==> config.mk <==
export PLATFORM = sky130hd
export DESIGN_NAME = fir_seq_ctrl_flat
export DESIGN_NICKNAME = d
export VERILOG_FILES = /design/src/rtl/fir_seq_ctrl_if.sv /design/src/rtl/fir_seq_ctrl.sv /design/src/flat_wrapper.sv
export SDC_FILE = /design/constraint.sdc
export NUM_CORES = 1
export LEC_CHECK = 0
export CORE_MARGIN = 2
export CORE_UTILIZATION = 50
export CTS_CLUSTER_DIAMETER = 120
export DETAILED_ROUTE_END_ITERATION = 16
export HOLD_SLACK_MARGIN = 0.12
export PLACE_DENSITY = 0.76
export SYNTH_ARGS = -nofsm -noshare
export SYNTH_HDL_FRONTEND = slang
export SYNTH_SLANG_ARGS = --single-unit
==> constraint.sdc <==
create_clock -name clk -period 2.55 [get_ports clk]
set_clock_uncertainty 0.1 [all_clocks]
set_input_delay 0.3825 -clock clk [delete_from_list [all_inputs] [get_ports clk]]
set_output_delay 0.3825 -clock clk [all_outputs]
set_load 0.05 [all_outputs]
==> src/rtl/fir_seq_ctrl_if.sv <==
// Signal bundle between the FIR band sequencing controller and the parts
// around it: the I2S slave (sample strobe), the dual-port circular sample
// queue, the coefficient ROM and the MAC.
//
// Handshake: wrt_smpl is a one-cycle strobe with no back-pressure. Every
// strobe is written to the queue. A pass request that cannot be served is
// folded into one pending pass, and the loss is flagged on overrun. All
// controller outputs are single-cycle strobes, level enables, or addresses
// that are valid only while their qualifier is high: wr_en for wr_addr, and
// sequencing for rd_addr and coeff_addr.
interface fir_seq_ctrl_if #(
  parameter int AW = 11,
  parameter int CW = 10
);
  logic          wrt_smpl;
  logic          wr_en;
  logic [AW-1:0] wr_addr;
  logic [AW-1:0] rd_addr;
  logic [CW-1:0] coeff_addr;
  logic          sequencing;
  logic          accum_clr;
  logic          accum_en;
  logic          out_vld;
  logic          busy;
  logic          overrun;
  logic [2:0]    state_dbg;

  // Controller side
  modport master (
    input  wrt_smpl,
    output wr_en, wr_addr, rd_addr, coeff_addr, sequencing,
    output accum_clr, accum_en, out_vld, busy, overrun, state_dbg
  );

  // Source / datapath side
  modport slave (
    output wrt_smpl,
    input  wr_en, wr_addr, rd_addr, coeff_addr, sequencing,
    input  accum_clr, accum_en, out_vld, busy, overrun, state_dbg
  );
endinterface

==> src/rtl/fir_seq_ctrl.sv <==
// Sequencing controller for one FIR band path. The controller writes every
// incoming sample into a circular queue. Once TAPS samples are present, each
// new sample launches a convolution pass over the newest TAPS samples, oldest
// first. A pass runs as CLR -> RUN (TAPS cycles) -> DRAIN -> DONE.
// A request that arrives while a pass is in flight is held as one pending
// pass. That pass reads whatever window is newest when it starts.
module fir_seq_ctrl #(
  parameter int DEPTH = 1536,
  parameter int TAPS  = 1021,
  parameter int AW    = $clog2(DEPTH),
  parameter int CW    = $clog2(TAPS)
) (
  input  logic           clk,
  input  logic           rst,
  fir_seq_ctrl_if.master bus
);

  // fill counts up to TAPS inclusive, so it needs one more code than CW
  localparam int FW = $clog2(TAPS + 1);

  localparam logic [FW-1:0] FILL_FULL  = FW'(TAPS);
  localparam logic [AW-1:0] DEPTH_LAST = AW'(DEPTH - 1);
  localparam logic [AW-1:0] TAPS_M1    = AW'(TAPS - 1);
  localparam logic [AW-1:0] WRAP_ADJ   = AW'(DEPTH - TAPS + 1);
  localparam logic [CW-1:0] K_LAST     = CW'(TAPS - 1);

  // The window must fit in the queue, and a pass needs at least two taps
  generate
    if (TAPS > DEPTH) begin : g_taps_gt_depth
      $error("fir_seq_ctrl: TAPS must not exceed DEPTH");
    end
    if (TAPS < 2) begin : g_taps_too_small
      $error("fir_seq_ctrl: TAPS must be at least 2");
    end
  endgenerate

  typedef enum logic [2:0] {
    S_IDLE  = 3'd0,
    S_CLR   = 3'd1,
    S_RUN   = 3'd2,
    S_DRAIN = 3'd3,
    S_DONE  = 3'd4
  } state_t;

  state_t        state_q, state_d;
  logic [AW-1:0] new_ptr_q;
  logic [AW-1:0] wr_addr_q;
  logic          wr_en_q;
  logic [FW-1:0] fill_q;
  logic          pending_q;
  logic          overrun_q;
  logic          accum_en_q;
  logic [AW-1:0] rd_ptr_q;
  logic [CW-1:0] k_q;

  logic          launch;
  logic          load_win;
  logic          sequencing;
  logic [AW-1:0] last_addr;
  logic [AW-1:0] base_addr;

  // A write that brings (or keeps) the queue full requests a pass.
  // fill_q has already absorbed this write.
  assign launch = wr_en_q && (fill_q == FILL_FULL);

  // The window ends at the most recently written slot, which sits one behind
  // new_ptr. The window start is found by stepping back TAPS-1 with wrap.
  assign last_addr = (new_ptr_q == '0) ? DEPTH_LAST : (new_ptr_q - AW'(1));
  assign base_addr = (last_addr >= TAPS_M1) ? (last_addr - TAPS_M1)
                                            : (last_addr + WRAP_ADJ);

  // State register
  always_ff @(posedge clk) begin
    if (rst) begin
      state_q <= S_IDLE;
    end else begin
      state_q <= state_d;
    end
  end

  // Next-state logic. load_win marks every entry into CLR.
  always_comb begin
    state_d  = state_q;
    load_win = 1'b0;
    unique case (state_q)
      S_IDLE: begin
        if (launch) begin
          state_d  = S_CLR;
          load_win = 1'b1;
        end
      end
      S_CLR: begin
        state_d = S_RUN;
      end
      S_RUN: begin
        if (k_q == K_LAST) begin
          state_d = S_DRAIN;
        end
      end
      S_DRAIN: begin
        state_d = S_DONE;
      end
      S_DONE: begin
        // A request landing on DONE itself is served just like a pending one
        if (pending_q || launch) begin
          state_d  = S_CLR;
          load_win = 1'b1;
        end else begin
          state_d = S_IDLE;
        end
      end
      default: begin
        state_d = S_IDLE;
      end
    endcase
  end

  // Write path: register the strobe into a queue write and advance the pointer
  always_ff @(posedge clk) begin
    if (rst) begin
      wr_en_q   <= 1'b0;
      wr_addr_q <= '0;
      new_ptr_q <= '0;
      fill_q    <= '0;
    end else begin
      wr_en_q <= bus.wrt_smpl;
      if (bus.wrt_smpl) begin
        wr_addr_q <= new_ptr_q;
        new_ptr_q <= (new_ptr_q == DEPTH_LAST) ? '0 : (new_ptr_q + AW'(1));
        if (fill_q != FILL_FULL) begin
          fill_q <= fill_q + FW'(1);
        end
      end
    end
  end

  // Request bookkeeping: hold at most one pending pass and flag any extra one
  always_ff @(posedge clk) begin
    if (rst) begin
      pending_q <= 1'b0;
      overrun_q <= 1'b0;
    end else begin
      if (state_q == S_DONE) begin
        pending_q <= 1'b0;
      end else if (launch && (state_q != S_IDLE)) begin
        pending_q <= 1'b1;
      end
      if (launch && (state_q != S_IDLE) && pending_q) begin
        overrun_q <= 1'b1;
      end
    end
  end

  // Pass addressing: latch the window base on CLR entry, then walk it in RUN
  always_ff @(posedge clk) begin
    if (rst) begin
      rd_ptr_q <= '0;
      k_q      <= '0;
    end else if (load_win) begin
      rd_ptr_q <= base_addr;
      k_q      <= '0;
    end else if (state_q == S_RUN) begin
      rd_ptr_q <= (rd_ptr_q == DEPTH_LAST) ? '0 : (rd_ptr_q + AW'(1));
      if (k_q != K_LAST) begin
        k_q <= k_q + CW'(1);
      end
    end
  end

  // Accumulate enable trails the read phase by the queue/ROM read latency
  always_ff @(posedge clk) begin
    if (rst) begin
      accum_en_q <= 1'b0;
    end else begin
      accum_en_q <= sequencing;
    end
  end

  assign sequencing     = (state_q == S_RUN);

  assign bus.wr_en      = wr_en_q;
  assign bus.wr_addr    = wr_addr_q;
  assign bus.sequencing = sequencing;
  assign bus.rd_addr    = sequencing ? rd_ptr_q : '0;
  assign bus.coeff_addr = sequencing ? k_q : '0;
  assign bus.accum_clr  = (state_q == S_CLR);
  assign bus.accum_en   = accum_en_q;
  assign bus.out_vld    = (state_q == S_DONE);
  assign bus.busy       = (state_q != S_IDLE);
  assign bus.overrun    = overrun_q;
  assign bus.state_dbg  = state_q;

endmodule

==> src/flat_wrapper.sv <==
// flat-port wrapper written by rule: the top's interface ports become plain ports
module fir_seq_ctrl_flat 
#(
  parameter int DEPTH = 1536,
  parameter int TAPS  = 1021,
  parameter int AW    = $clog2(DEPTH),
  parameter int CW    = $clog2(TAPS)
)
  (clk, rst, bus_wrt_smpl, bus_wr_en, bus_wr_addr, bus_rd_addr, bus_coeff_addr, bus_sequencing, bus_accum_clr, bus_accum_en, bus_out_vld, bus_busy, bus_overrun, bus_state_dbg);
  fir_seq_ctrl_if #(.AW(AW), .CW(CW)) bus_i ();
  input  logic clk;
  input  logic rst;
  input wire logic [$bits(bus_i.wrt_smpl)-1:0] bus_wrt_smpl;
  output wire logic [$bits(bus_i.wr_en)-1:0] bus_wr_en;
  output wire logic [$bits(bus_i.wr_addr)-1:0] bus_wr_addr;
  output wire logic [$bits(bus_i.rd_addr)-1:0] bus_rd_addr;
  output wire logic [$bits(bus_i.coeff_addr)-1:0] bus_coeff_addr;
  output wire logic [$bits(bus_i.sequencing)-1:0] bus_sequencing;
  output wire logic [$bits(bus_i.accum_clr)-1:0] bus_accum_clr;
  output wire logic [$bits(bus_i.accum_en)-1:0] bus_accum_en;
  output wire logic [$bits(bus_i.out_vld)-1:0] bus_out_vld;
  output wire logic [$bits(bus_i.busy)-1:0] bus_busy;
  output wire logic [$bits(bus_i.overrun)-1:0] bus_overrun;
  output wire logic [$bits(bus_i.state_dbg)-1:0] bus_state_dbg;
  assign bus_i.wrt_smpl = bus_wrt_smpl;
  assign bus_wr_en = bus_i.wr_en;
  assign bus_wr_addr = bus_i.wr_addr;
  assign bus_rd_addr = bus_i.rd_addr;
  assign bus_coeff_addr = bus_i.coeff_addr;
  assign bus_sequencing = bus_i.sequencing;
  assign bus_accum_clr = bus_i.accum_clr;
  assign bus_accum_en = bus_i.accum_en;
  assign bus_out_vld = bus_i.out_vld;
  assign bus_busy = bus_i.busy;
  assign bus_overrun = bus_i.overrun;
  assign bus_state_dbg = bus_i.state_dbg;
  fir_seq_ctrl #(.DEPTH(DEPTH), .TAPS(TAPS), .AW(AW), .CW(CW)) u_core (.clk(clk), .rst(rst), .bus(bus_i));
endmodule
After elaboration in Yosys (flattened, before gate mapping)
Cells that the tools add are included.

Bits in registers: 60. Input port bits: 3.

Reductions and logical operators: 13. Mux-type cells: 15. Add/subtract/negate cells: 7. Equal/unequal tests: 12. Magnitude comparators: 1.

Operator list (count): $mux 11 (7); $add 11x1->11 const B (2); $eq 11x11->1 const B (2); $add 10x1->10 const B (2); $eq 10x10->1 const B (2); $ne 10x10->1 const B (2); $pmux 3 s5 (1); $add 11x10->11 const B (1); $ge 11x10->1 const B (1); $logic_not 11->1 (1); $sub 11x1->11 const B (1); $sub 11x10->11 const B (1); $mux 10 (1); $eq 3x2->1 const B (2); $mux 3 (2); $reduce_and 2->1 (3); $reduce_or 2->1 (2); $eq 3x1->1 const B (1); $eq 3x3->1 const B (1); $logic_and 1x1->1 (3); $logic_not 3->1 (1); $mux 1 (3); $reduce_bool 3->1 (1); $ne 2x1->1 const B (1); 4 further kinds (4).

Logic depth before layout (Yosys ltp)
Gate-level depths: netlist of the first run.

Depth after elaboration: 6. Depth in mapped cells: 14. Gate-level depth less buffers: 12.

Worst setup path before layout of the first run
No wires, ideal clock.

Path kind: register to register. Start point: reg u_core.new_ptr_q[0]. End point: reg u_core.rd_ptr_q[8]. Period minus slack after synthesis: 2.735 ns. Stages on the path, launching flop included: 14. Data required time: 2.336 ns. Setup slack: -0.185 ns. Arrival: 2.520 ns. Cells stage by stage: dfxtp_1 > clkbuf_1 > inv_1 > ha_1 > nor3b_1 > and2_1 > buf_2 > nand2_1 > nand2_1 > ha_1 > nor2b_1 > o21ai_2 > xnor2_1 > a2111oi_0.

Cells in the longest elaborated chain, start to end: 5.

RTL lines: start, declared (RTL line fir_seq_ctrl.sv:46) `logic [AW-1:0] new_ptr_q;`; start signal, assigned (RTL line fir_seq_ctrl.sv:129) `new_ptr_q <= (new_ptr_q == DEPTH_LAST) ? '0 : (new_ptr_q + AW'(1));`; $sub 11x1->11 or $logic_not 11->1 (tied branches) (RTL line fir_seq_ctrl.sv:68) `assign last_addr = (new_ptr_q == '0) ? DEPTH_LAST : (new_ptr_q - AW'(1));`; $mux 11 * (RTL line fir_seq_ctrl.sv:68); $add 11x10->11 (tied with other cells) (RTL line fir_seq_ctrl.sv:70) `: (last_addr + WRAP_ADJ);`; $mux 11 * (RTL line fir_seq_ctrl.sv:69) `assign base_addr = (last_addr >= TAPS_M1) ? (last_addr - TAPS_M1)`; $mux 11 * (RTL line fir_seq_ctrl.sv:159) `end else if (load_win) begin`; end signal, assigned (RTL line fir_seq_ctrl.sv:160) `rd_ptr_q <= base_addr;`; end signal, assigned (RTL line fir_seq_ctrl.sv:163) `rd_ptr_q <= (rd_ptr_q == DEPTH_LAST) ? '0 : (rd_ptr_q + AW'(1));`; end, declared (RTL line fir_seq_ctrl.sv:53) `logic [AW-1:0] rd_ptr_q;`.

Mark *: on every way between the ends. The rest lies on a longest branch, timed or not. A chain may end at the register's enable or synchronous reset.

Worst setup path after layout of the first run
Start point: reg u_core.state_q[0] (netlist: u_core.bus.state_dbg[0]). End point: out bus_accum_clr.

Cells in the longest elaborated chain, start to end: 1.

RTL lines: start, declared (RTL line fir_seq_ctrl.sv:45) `state_t state_q, state_d;`; start signal, assigned (RTL line fir_seq_ctrl.sv:77) `state_q <= state_d;`; $eq 3x1->1 (RTL line fir_seq_ctrl.sv:186) `assign bus.accum_clr = (state_q == S_CLR);`; end, declared (RTL line flat_wrapper.sv:19) `output wire logic [$bits(bus_i.accum_clr)-1:0] bus_accum_clr;`.

No other way between the ends.

==> results of run 1 <==
-- logic make-up after synthesis --
group,share of synthesized area
AOI/OAI and AO/OA,0.130
muxes,0.0381
DFF,0.352
xor gates and xnor gates,0.0924
buffers and inverters,0.0575
adders and majority gates,0.0330
and+or+nand+nor,0.297
-- final cells by class --
| cell class | instances | area [um2] | share of cell area |
|---|---|---|---|
| Inverter | 11 | 41.3 | 0.00960 |
| Timing Repair Buffer | 60 | 736 | 0.171 |
| Multi-Input combinational cell | 329 | 2050 | 0.477 |
| Clock inverter | 7 | 43.8 | 0.0102 |
| Tap cell | 80 | 100 | 0.0233 |
| Clock buffer | 9 | 124 | 0.0288 |
| Sequential cell | 60 | 1200 | 0.280 |
-- per-layer routing --
metal  GRT usage  routed length (um)  vias up
li1            -                   -     1560
met1       0.263                3390     1380
met2       0.327                3390       71
met3      0.0590                 288        9
met4      0.0724                 117        0
met5           0                   0        -
-- cell usage after synthesis, drive strengths merged, types with 8 or more instances --
cell	instances
dfxtp	60
a21oi	20
mux2i	13
nor2	71
and2	23
buf	8
xor2	17
a211oi	10
xnor2	19
nand4	12
clkbuf	17
nor3	19
inv	11
nand3	16
o21ai	14
nand2	35
ha	9
-- report_power, final --
part	internal [mW]	switching, mW	total, mW
sequential	0.954	0.0190	0.973
clock	0.346	0.389	0.735
combinational	0.131	0.199	0.329
total	1.43	0.607	2.04
-- metrics by stage --
stage                     std cells  setup slack, ns  hold WS, ns  utilization  area, um2
after global placement          540            0.179        0.361        0.614       4100
after global routing            556          0.00228        0.399        0.643       4300
after CTS                       556           0.0727        0.375        0.639       4270
final                           556            0.148        0.370        0.643       4300
after detailed placement        540            0.113        0.360        0.614       4100
after floorplan                 425           0.0118        0.358            -       3430
-- flip-flops by register name, indices dropped and copies added (netlist names) --
signal                cells
u_core.bus.wr_addr       11
u_core.new_ptr_q         11
u_core.rd_ptr_q          11
u_core.fill_q            10
u_core.k_q               10
u_core.bus.state_dbg      3
u_core.bus.accum_en       1
u_core.bus.overrun        1
u_core.bus.wr_en          1
u_core.pending_q          1
-- path summary, 6_finish.rpt --
check                                       start                              end  cells past startpoint
max          u_core.bus.state_dbg[0]$_SDFFE_PP0P_                    bus_accum_clr                      2
min               u_core.bus.overrun$_SDFFE_PP0P_  u_core.bus.overrun$_SDFFE_PP0P_                      2
max reg2reg      u_core.new_ptr_q[7]$_SDFFE_PP0P_  u_core.rd_ptr_q[6]$_SDFFE_PP0P_                      9
min reg2reg       u_core.bus.overrun$_SDFFE_PP0P_  u_core.bus.overrun$_SDFFE_PP0P_                      2
-- critical path, stage by stage (launching register included) --
cell             delay, ns
dfxtp_1               0.43
nor3b_1               0.29
clkdlybuf4s50_1       0.86
==> impl_metrics.csv, run 1 <==
group,metric,value,unit
run_status,status,"finished, final reports clean",
cts,cts_made_buffers,9,
drt,dr.pass1.iters,4,
cts,cts_tree,"built",
power_and_ir_drop,p_total,2.04,mW
cts,cts_resized,0,
power_and_ir_drop,p_leak,1.63,nW
floorplanning,start_util,0.511,
global_route,grt_first_pass_wirelength,12.5,mm
power_and_ir_drop,peakVddDrop,0.520,mV
timing,min_period,2.40,ns
floorplanning,num_rows,30,
critical_path,r2r_slack,0.20,ns
cts,clock_latency,0.34,ns
global_route,gr-total-overflow,0,
synthesis,synthFlopType,"dfxtp_1",
cts,clk_pin_slew,0.07,ns
timing,hold_violations,0,
timing,max_freq,0.416,GHz
cts,cts_buffer_depth,2,
cells_and_area,n_fill_cell,569,
critical_path,start_kind,"flip-flop",
synthesis,ys_async_sr_fraction,0,
critical_path,cp_max_fo,7,
critical_path,crit_required,2.07,ns
cells_and_area,final_common_cell,"nor2_1",
cells_and_area,final_cell_mix,"nor2_1, dfxtp_1, nand2_1",
floorplanning,die_area,7500,um2
synthesis,synth_area_leaders,"dfxtp_1, nor2_1, xnor2_1, xor2_1, and2_1",
timing,grt_setup_unrepaired,"false",
timing,setup_tns,0,ns
synthesis,synth_seq_cells,60,
drt,wirelength,7.19,mm
synthesis,syn-num-nets,437,
synthesis,synth_seq_area_share,0.352,
synthesis,ys_types,53,
power_and_ir_drop,power.density,474,nW/um2
global_route,antenna_found_initial,0,
timing,worst_pin_slew,0.513,ns
floorplanning,core_area,6680,um2
critical_path,arrival,1.92,ns
floorplanning,io_pins,45,
global_route,grtUsageTotal,0.204,
critical_path,path_class,"reg -> out",
drt,drt_iter0_drc,125,
timing,slew_headroom,0.655,
global_route,grt_pass1_vias,2802,
floorplanning,die_y,86.6,um
cts,cts_root_buf,"clkbuf_8",
synthesis,netlist_area,3410,um2
cts,h-tree-depth,3,
synthesis,yosysWarnings,0,
placement,portBuffers,44,
cells_and_area,antennaDiodeCount,0,
timing,setup_viol,0,
synthesis,syn_inst,425,
job,cap_violations,0,
worst_hold_path,hold_path_class,"reg -> reg",
cts,clock-sinks,60,
synthesis,synth_top_area_share,0.352,
cells_and_area,final_nets,483,
synthesis,synth_edf_count,0,
cts,postCtsSetupBuffers,0,
critical_path,endpoint_kind,"output pin",
floorplanning,die_x,86.6,um
timing,finalCritPeriodShare,0.942,
synthesis,yosysTopAreaCell,"dfxtp_1",
drt,routedWlPerCell,12.9,um
cells_and_area,area_growth_syn_to_layout,26.0,%
drt,ant_nets,0,
placement,place.gp.congestion,0.849,
drt,via_per_inst,5.43,
global_route,grt_max_degree,30,
timing,drv_slew,0,
placement,place_hpwl,5.28,mm
drt,vias,3020,
cts,hold_buffers,0,
cells_and_area,drive_gt1_frac,0.143,
synthesis,syn_avg_cell_area,8.03,um2
drt,drc,0,
No activity file was read; power rests on OpenSTA's default activity.
==> run 2: changes to the inputs <==
--- a/config.mk
+++ b/config.mk
@@ -5,7 +5,7 @@
 export SDC_FILE = /design/constraint.sdc
 export NUM_CORES = 1
 export LEC_CHECK = 0
-export CORE_MARGIN = 2
+export CORE_MARGIN = 4
 export CORE_UTILIZATION = 50
 export CTS_CLUSTER_DIAMETER = 120
 export DETAILED_ROUTE_END_ITERATION = 16
==> run 2 against run 1 <==
Register-to-register slack improved by 0.03 ns. Worst hold slack improved by 0.0026 ns. Critical endpoint unchanged. Critical path depth did not move. Sequential cell count did not move. Count of clock-buffer cells in the layout rose by 1. First-iteration DRC count rose by 30%. Via count rose by 2.1%.
==> impl_metrics.csv, run 2 (synthesis gave the netlist of run 1 again) <==
group,metric,value,unit
run_status,status,"finished, final reports clean",
floorplanning,die_area,8210,um2
power_and_ir_drop,combinationalPowerShare,0.142,
power_and_ir_drop,p_switching,0.621,mW
power_and_ir_drop,internal-power,1.74,mW
floorplanning,die_x,90.6,um
job,cap_violations,0,
global_route,grt_max_degree,20,
drt,vias,3082,
timing,slew_headroom,0.624,
cts,postCtsSetupBuffers,0,
power_and_ir_drop,peakVddDrop,0.475,mV
cts,cts_tree,"built",
floorplanning,die_y,90.6,um
floorplanning,io_pins,45,
cts,cts_made_buffers,9,
drt,dr.pass1.iters,5,
cts,clk_pin_slew,0.07,ns
global_route,gr-total-overflow,0,
critical_path,cp_max_fo,7,
cells_and_area,final_cell_mix,"nor2_1, dfxtp_1, nand2_1",
timing,drv_slew,0,
cts,cts_root_buf,"clkbuf_8",
cells_and_area,antennaDiodeCount,0,
drt,drt_iter0_drc,162,
timing,min_period,2.41,ns
drt,routedWlPerCell,14.0,um
cells_and_area,drive_gt1_frac,0.147,
timing,finalCritPeriodShare,0.945,
timing,whs,0.373,ns
power_and_ir_drop,p_leak,1.67,nW
global_route,grtUsageTotal,0.192,
cells_and_area,final_common_cell,"nor2_1",
worst_hold_path,hold_path_class,"reg -> reg",
power_and_ir_drop,switching_share,0.263,
critical_path,arrival,1.93,ns
floorplanning,start_util,0.526,
power_and_ir_drop,pwr-share-clk,0.446,
cells_and_area,area_growth_syn_to_layout,28.1,%
floorplanning,core_area,6490,um2
global_route,grt_pass1_vias,3083,
drt,drc,0,
floorplanning,num_rows,29,
critical_path,path_class,"reg -> out",
placement,place.gp.congestion,0.915,
timing,max_freq,0.415,GHz
global_route,grt_first_pass_wirelength,13.3,mm
timing,setup_viol,0,
timing,grt_setup_unrepaired,"false",
cts,clock_latency,0.34,ns
cells_and_area,stdcell_count,554,
drt,ant_nets,0,
cts,cts_buffer_depth,2,
power_and_ir_drop,p_total,2.36,mW
power_and_ir_drop,power_frac_seq,0.413,
timing,worst_pin_slew,0.562,ns
placement,place_hpwl,5.66,mm
cts,h-tree-depth,3,
critical_path,crit_required,2.07,ns
cts,clock-sinks,60,
global_route,antenna_found_initial,0,
placement,dp.cells,538,
timing,setup_tns,0,ns
placement,portBuffers,44,
power_and_ir_drop,power.density,539,nW/um2
cells_and_area,final_nets,484,
drt,wirelength,7.76,mm
critical_path,start_kind,"flip-flop",
critical_path,endpoint_kind,"output pin",
timing,hold_violations,0,
drt,via_per_inst,5.56,
run 2: cell types whose count changed in the layout (fill, tap and decap cells not counted):
cell and delta:
ha_2 -1, clkinvlp_4 -1, a211oi_2 +1, a211oi_1 -1, clkbuf_1 +1, clkinv_4 -1
clkdlybuf4s50_1 -2, ha_1 +1, inv_6 +1, clkinv_2 -3, bufinv_16 +3, buf_4 +3
run 2: layout make-up:
class	instances	area [um2]
fillers	509	2120
inverters	11	41.3
clock buffers	10	128
flip-flops and latches	60	1200
clock inverters	6	111
well taps	77	96.3
repair buffers	61	738
multi-input cells	329	2050
run 2: final timing paths:
path | start | endpoint | slack (ns) | cells after the start
max | u_core.bus.state_dbg[0]$_SDFFE_PP0P_ | bus_accum_clr | 0.14 | 2
max reg2reg | u_core.new_ptr_q[1]$_SDFFE_PP0P_ | u_core.rd_ptr_q[8]$_SDFFE_PP0P_ | 0.23 | 11
min | u_core.bus.overrun$_SDFFE_PP0P_ | u_core.bus.overrun$_SDFFE_PP0P_ | 0.37 | 2
min reg2reg | u_core.bus.overrun$_SDFFE_PP0P_ | u_core.bus.overrun$_SDFFE_PP0P_ | 0.37 | 2
run 2: power by group through the flow:
stage	clock [mW]	sequential [mW]	combinational (mW)
floorplan	0	1.01	0.219
global placement	0	0.994	0.317
detailed placement	0	0.994	0.323
CTS	1.06	0.973	0.325
global route	1.11	0.976	0.364
finish	1.05	0.973	0.334
run 2: what timing repair did:
item                       4_1_cts  5_1_grt
setup endpoints to repair        0        4
hold endpoints to repair         0        0
hold buffers                     0        0
gates resized for setup          0        6
run 2: critical path: stages, from the launching register on:
cell	delay (ns)
dfxtp_1	0.42
nor3b_1	0.31
clkdlybuf4s50_1	0.86
run 2: metrics by stage:
step	area, um2	worst slack [ns]	util
2_1_floorplan	3430	0.0118	-
3_3_place_gp	4100	0.159	0.632
3_5_place_dp	4100	0.0742	0.632
4_1_cts	4340	0.0419	0.668
5_1_grt	4370	0.0243	0.673
6_report	4370	0.140	0.673
run 2: per-layer routing:
layer	global-route usage	routed length, um	up-vias
met3	0.0492	376	14
li1	-	-	1561
met2	0.334	3690	64
met5	0	0	-
met1	0.228	3570	1443
met4	0.0663	118	0
==> run 3: changes to the inputs <==
--- a/config.mk
+++ b/config.mk
@@ -5,12 +5,15 @@
 export SDC_FILE = /design/constraint.sdc
 export NUM_CORES = 1
 export LEC_CHECK = 0
+export CELL_PAD_IN_SITES_DETAIL_PLACEMENT = 1
+export CELL_PAD_IN_SITES_GLOBAL_PLACEMENT = 1
 export CORE_MARGIN = 4
-export CORE_UTILIZATION = 50
+export CORE_UTILIZATION = 37
 export CTS_CLUSTER_DIAMETER = 120
+export CTS_CLUSTER_SIZE = 40
 export DETAILED_ROUTE_END_ITERATION = 16
 export HOLD_SLACK_MARGIN = 0.12
-export PLACE_DENSITY = 0.76
+export PLACE_DENSITY_LB_ADDON = 0.1
 export SYNTH_ARGS = -nofsm -noshare
 export SYNTH_HDL_FRONTEND = slang
 export SYNTH_SLANG_ARGS = --single-unit
==> run 3 against run 2 <==
Utilization fell by 17 points. Register-to-register slack got worse by 0.09 ns. Combinational power rose by 2%. Critical path type is now reg -> reg.
==> impl_metrics.csv, run 3 (synthesis gave the netlist of run 1 again) <==
group,metric,value,unit
global_route,grt_max_degree,29,
cells_and_area,final_nets,487,
cts,hold_buffers,0,
timing,worst_pin_slew,0.598,ns
placement,place.gp.congestion,0.811,
power_and_ir_drop,peakVddDrop,0.302,mV
placement,dp.cells,572,
run_status,status,"finished, final reports clean",
critical_path,critPathCapture,"u_core.rd_ptr_q[6]$_SDFFE_PP0P_",
floorplanning,die_x,104,um
drt,ant_nets,0,
global_route,grtUsageTotal,0.167,
timing,drv_slew,0,
cells_and_area,final_cell_mix,"nor2_1, dfxtp_1, nand2_1",
timing,finalCritPeriodShare,0.945,
global_route,antenna_found_initial,0,
timing,setup_viol,0,
critical_path,path_buf_inv,1,
cells_and_area,final_common_cell,"nor2_1",
timing,max_freq,0.415,GHz
drt,dr.pass1.iters,4,
critical_path,crit_required,2.68,ns
power_and_ir_drop,p_leak,1.71,nW
timing,grt_setup_unrepaired,"false",
placement,place_hpwl,6.39,mm
critical_path,crit_chain,"inv_1 > ha_2 > nor3b_4 > and2_4 > nand2_1 > nand2_1 > ha_1 > nor2b_4 > nand3_1 > and3_1 > o31a_1",
job,cap_violations,0,
critical_path,rr_worst_depth,11,
floorplanning,start_util,0.386,
critical_path,critPathSlowestCell,"dfxtp_1",
floorplanning,core_area,8850,um2
global_route,gr-total-overflow,0,
timing,hold_violations,0,
cts,clock_latency,0.35,ns
cts,clock-sinks,60,
critical_path,path_depth,11,
cts,h-tree-depth,3,
floorplanning,num_rows,34,
critical_path,crit_family,"simple AND/OR/NAND/NOR gates",
critical_path,path_class,"reg -> reg",
floorplanning,die_area,10800,um2
timing,slew_headroom,0.601,
cts,cts_root_buf,"clkbuf_8",
drt,via_per_inst,5.25,
drt,drc,0,
cells_and_area,area_growth_syn_to_layout,29.7,%
floorplanning,io_pins,45,
timing,whs,0.372,ns
cells_and_area,drive_gt1_frac,0.157,
critical_path,r2r_slack,0.14,ns
critical_path,slowest_delay,0.32,ns
drt,drt_iter0_drc,102,
cells_and_area,stdcell_count,587,
cts,cts_made_buffers,9,
worst_hold_path,hold_path_class,"reg -> reg",
drt,vias,3081,
critical_path,start_kind,"flip-flop",
critical_path,cpMostUsedCell,"nand2_1",
cells_and_area,antennaDiodeCount,0,
critical_path,endpoint_kind,"flip-flop",
cells_and_area,n_fill_cell,1063,
cts,postCtsSetupBuffers,0,
cts,cts_buffer_depth,2,
timing,min_period,2.41,ns
critical_path,crit_start,"u_core.new_ptr_q[1]$_SDFFE_PP0P_",
power_and_ir_drop,power.density,528,nW/um2
worst_hold_path,hold_depth,2,
global_route,grt_pass1_vias,3106,
drt,routedWlPerCell,14.9,um
critical_path,reg2reg_to,"u_core.rd_ptr_q[6]$_SDFFE_PP0P_",
cts,clk_pin_slew,0.07,ns
floorplanning,die_y,104,um
timing,setup_tns,0,ns
cts,cts_tree,"built",
drt,wirelength,8.74,mm
global_route,grt_first_pass_wirelength,15.1,mm
critical_path,r2r_start,"u_core.new_ptr_q[1]$_SDFFE_PP0P_",
critical_path,cp_max_fo,4,
critical_path,arrival,2.55,ns
placement,portBuffers,44,
==> run 3: cell types whose count changed in the layout (fill, tap and decap cells not counted), sizes merged <==
cell,previous run,this run
inv,12,11
clkdlybuf4s50,22,21
bufinv,3,2
buf,39,42
clkbuf,10,12
dlymetal6s2s,0,1
clkinvlp,1,0
==> run 3: stage by stage <==
stage	power [mW]	util	instance area, um2	setup slack (ns)
floorplan	1.23	-	3430	0.0118
global placement	1.32	0.471	4160	0.167
detailed placement	1.33	0.471	4160	-0.0101
CTS	2.36	0.498	4410	0.0361
global route	2.43	0.500	4430	0.0151
finish	2.34	0.500	4430	0.140
==> run 3: worst min-delay path by stage <==
stage                     slack [ns]                            start                         endpoint
after global placement          0.36  u_core.bus.overrun$_SDFFE_PP0P_  u_core.bus.overrun$_SDFFE_PP0P_
after CTS                       0.38  u_core.bus.overrun$_SDFFE_PP0P_  u_core.bus.overrun$_SDFFE_PP0P_
after global routing            0.40  u_core.bus.overrun$_SDFFE_PP0P_  u_core.bus.overrun$_SDFFE_PP0P_
after floorplan                 0.36    u_core.fill_q[9]$_SDFFE_PP0P_    u_core.fill_q[9]$_SDFFE_PP0P_
after detailed placement        0.36  u_core.bus.overrun$_SDFFE_PP0P_  u_core.bus.overrun$_SDFFE_PP0P_
final                           0.37  u_core.bus.overrun$_SDFFE_PP0P_  u_core.bus.overrun$_SDFFE_PP0P_
==> run 3: cell type report <==
| cell class | instances | area, um2 | share of cell area |
|---|---|---|---|
| clock buffers | 12 | 165 | 0.0373 |
| well taps | 108 | 135 | 0.0305 |
| flip-flops and latches | 60 | 1200 | 0.272 |
| clock inverters | 3 | 68.8 | 0.0155 |
| repair buffers | 64 | 763 | 0.172 |
| inverters | 11 | 41.3 | 0.00932 |
| multi-input cells | 329 | 2050 | 0.463 |
==> run 3: tightest hold or removal path, cell delays in order (launching register included) <==
cell,delay (ns)
dfxtp_1,0.33
a21oi_1,0.04
nor2_1,0.07
==> run 3: repair_timing <==
| item | CTS | global route |
|---|---|---|
| resized for setup | 2 | 6 |
| cloned | 0 | 0 |
| endpoints found under the setup margin | 1 | 4 |
| pin swaps | 0 | 1 |
==> run 3: routing by layer <==
metal,share of wire,track usage,wire (um),vias to the layer above
met1,0.48,0.212,4230,1469
met2,0.47,0.277,4110,44
met3,0.032,0.0391,279,12
met4,0.014,0.0541,121,0
met5,0,0,0,-
li1,-,-,-,1556
==> run 3: power breakdown <==
group / switching (mW) / internal (mW)
Clock: 0.397 / 0.627
Sequential: 0.0192 / 0.954
Combinational: 0.209 / 0.133
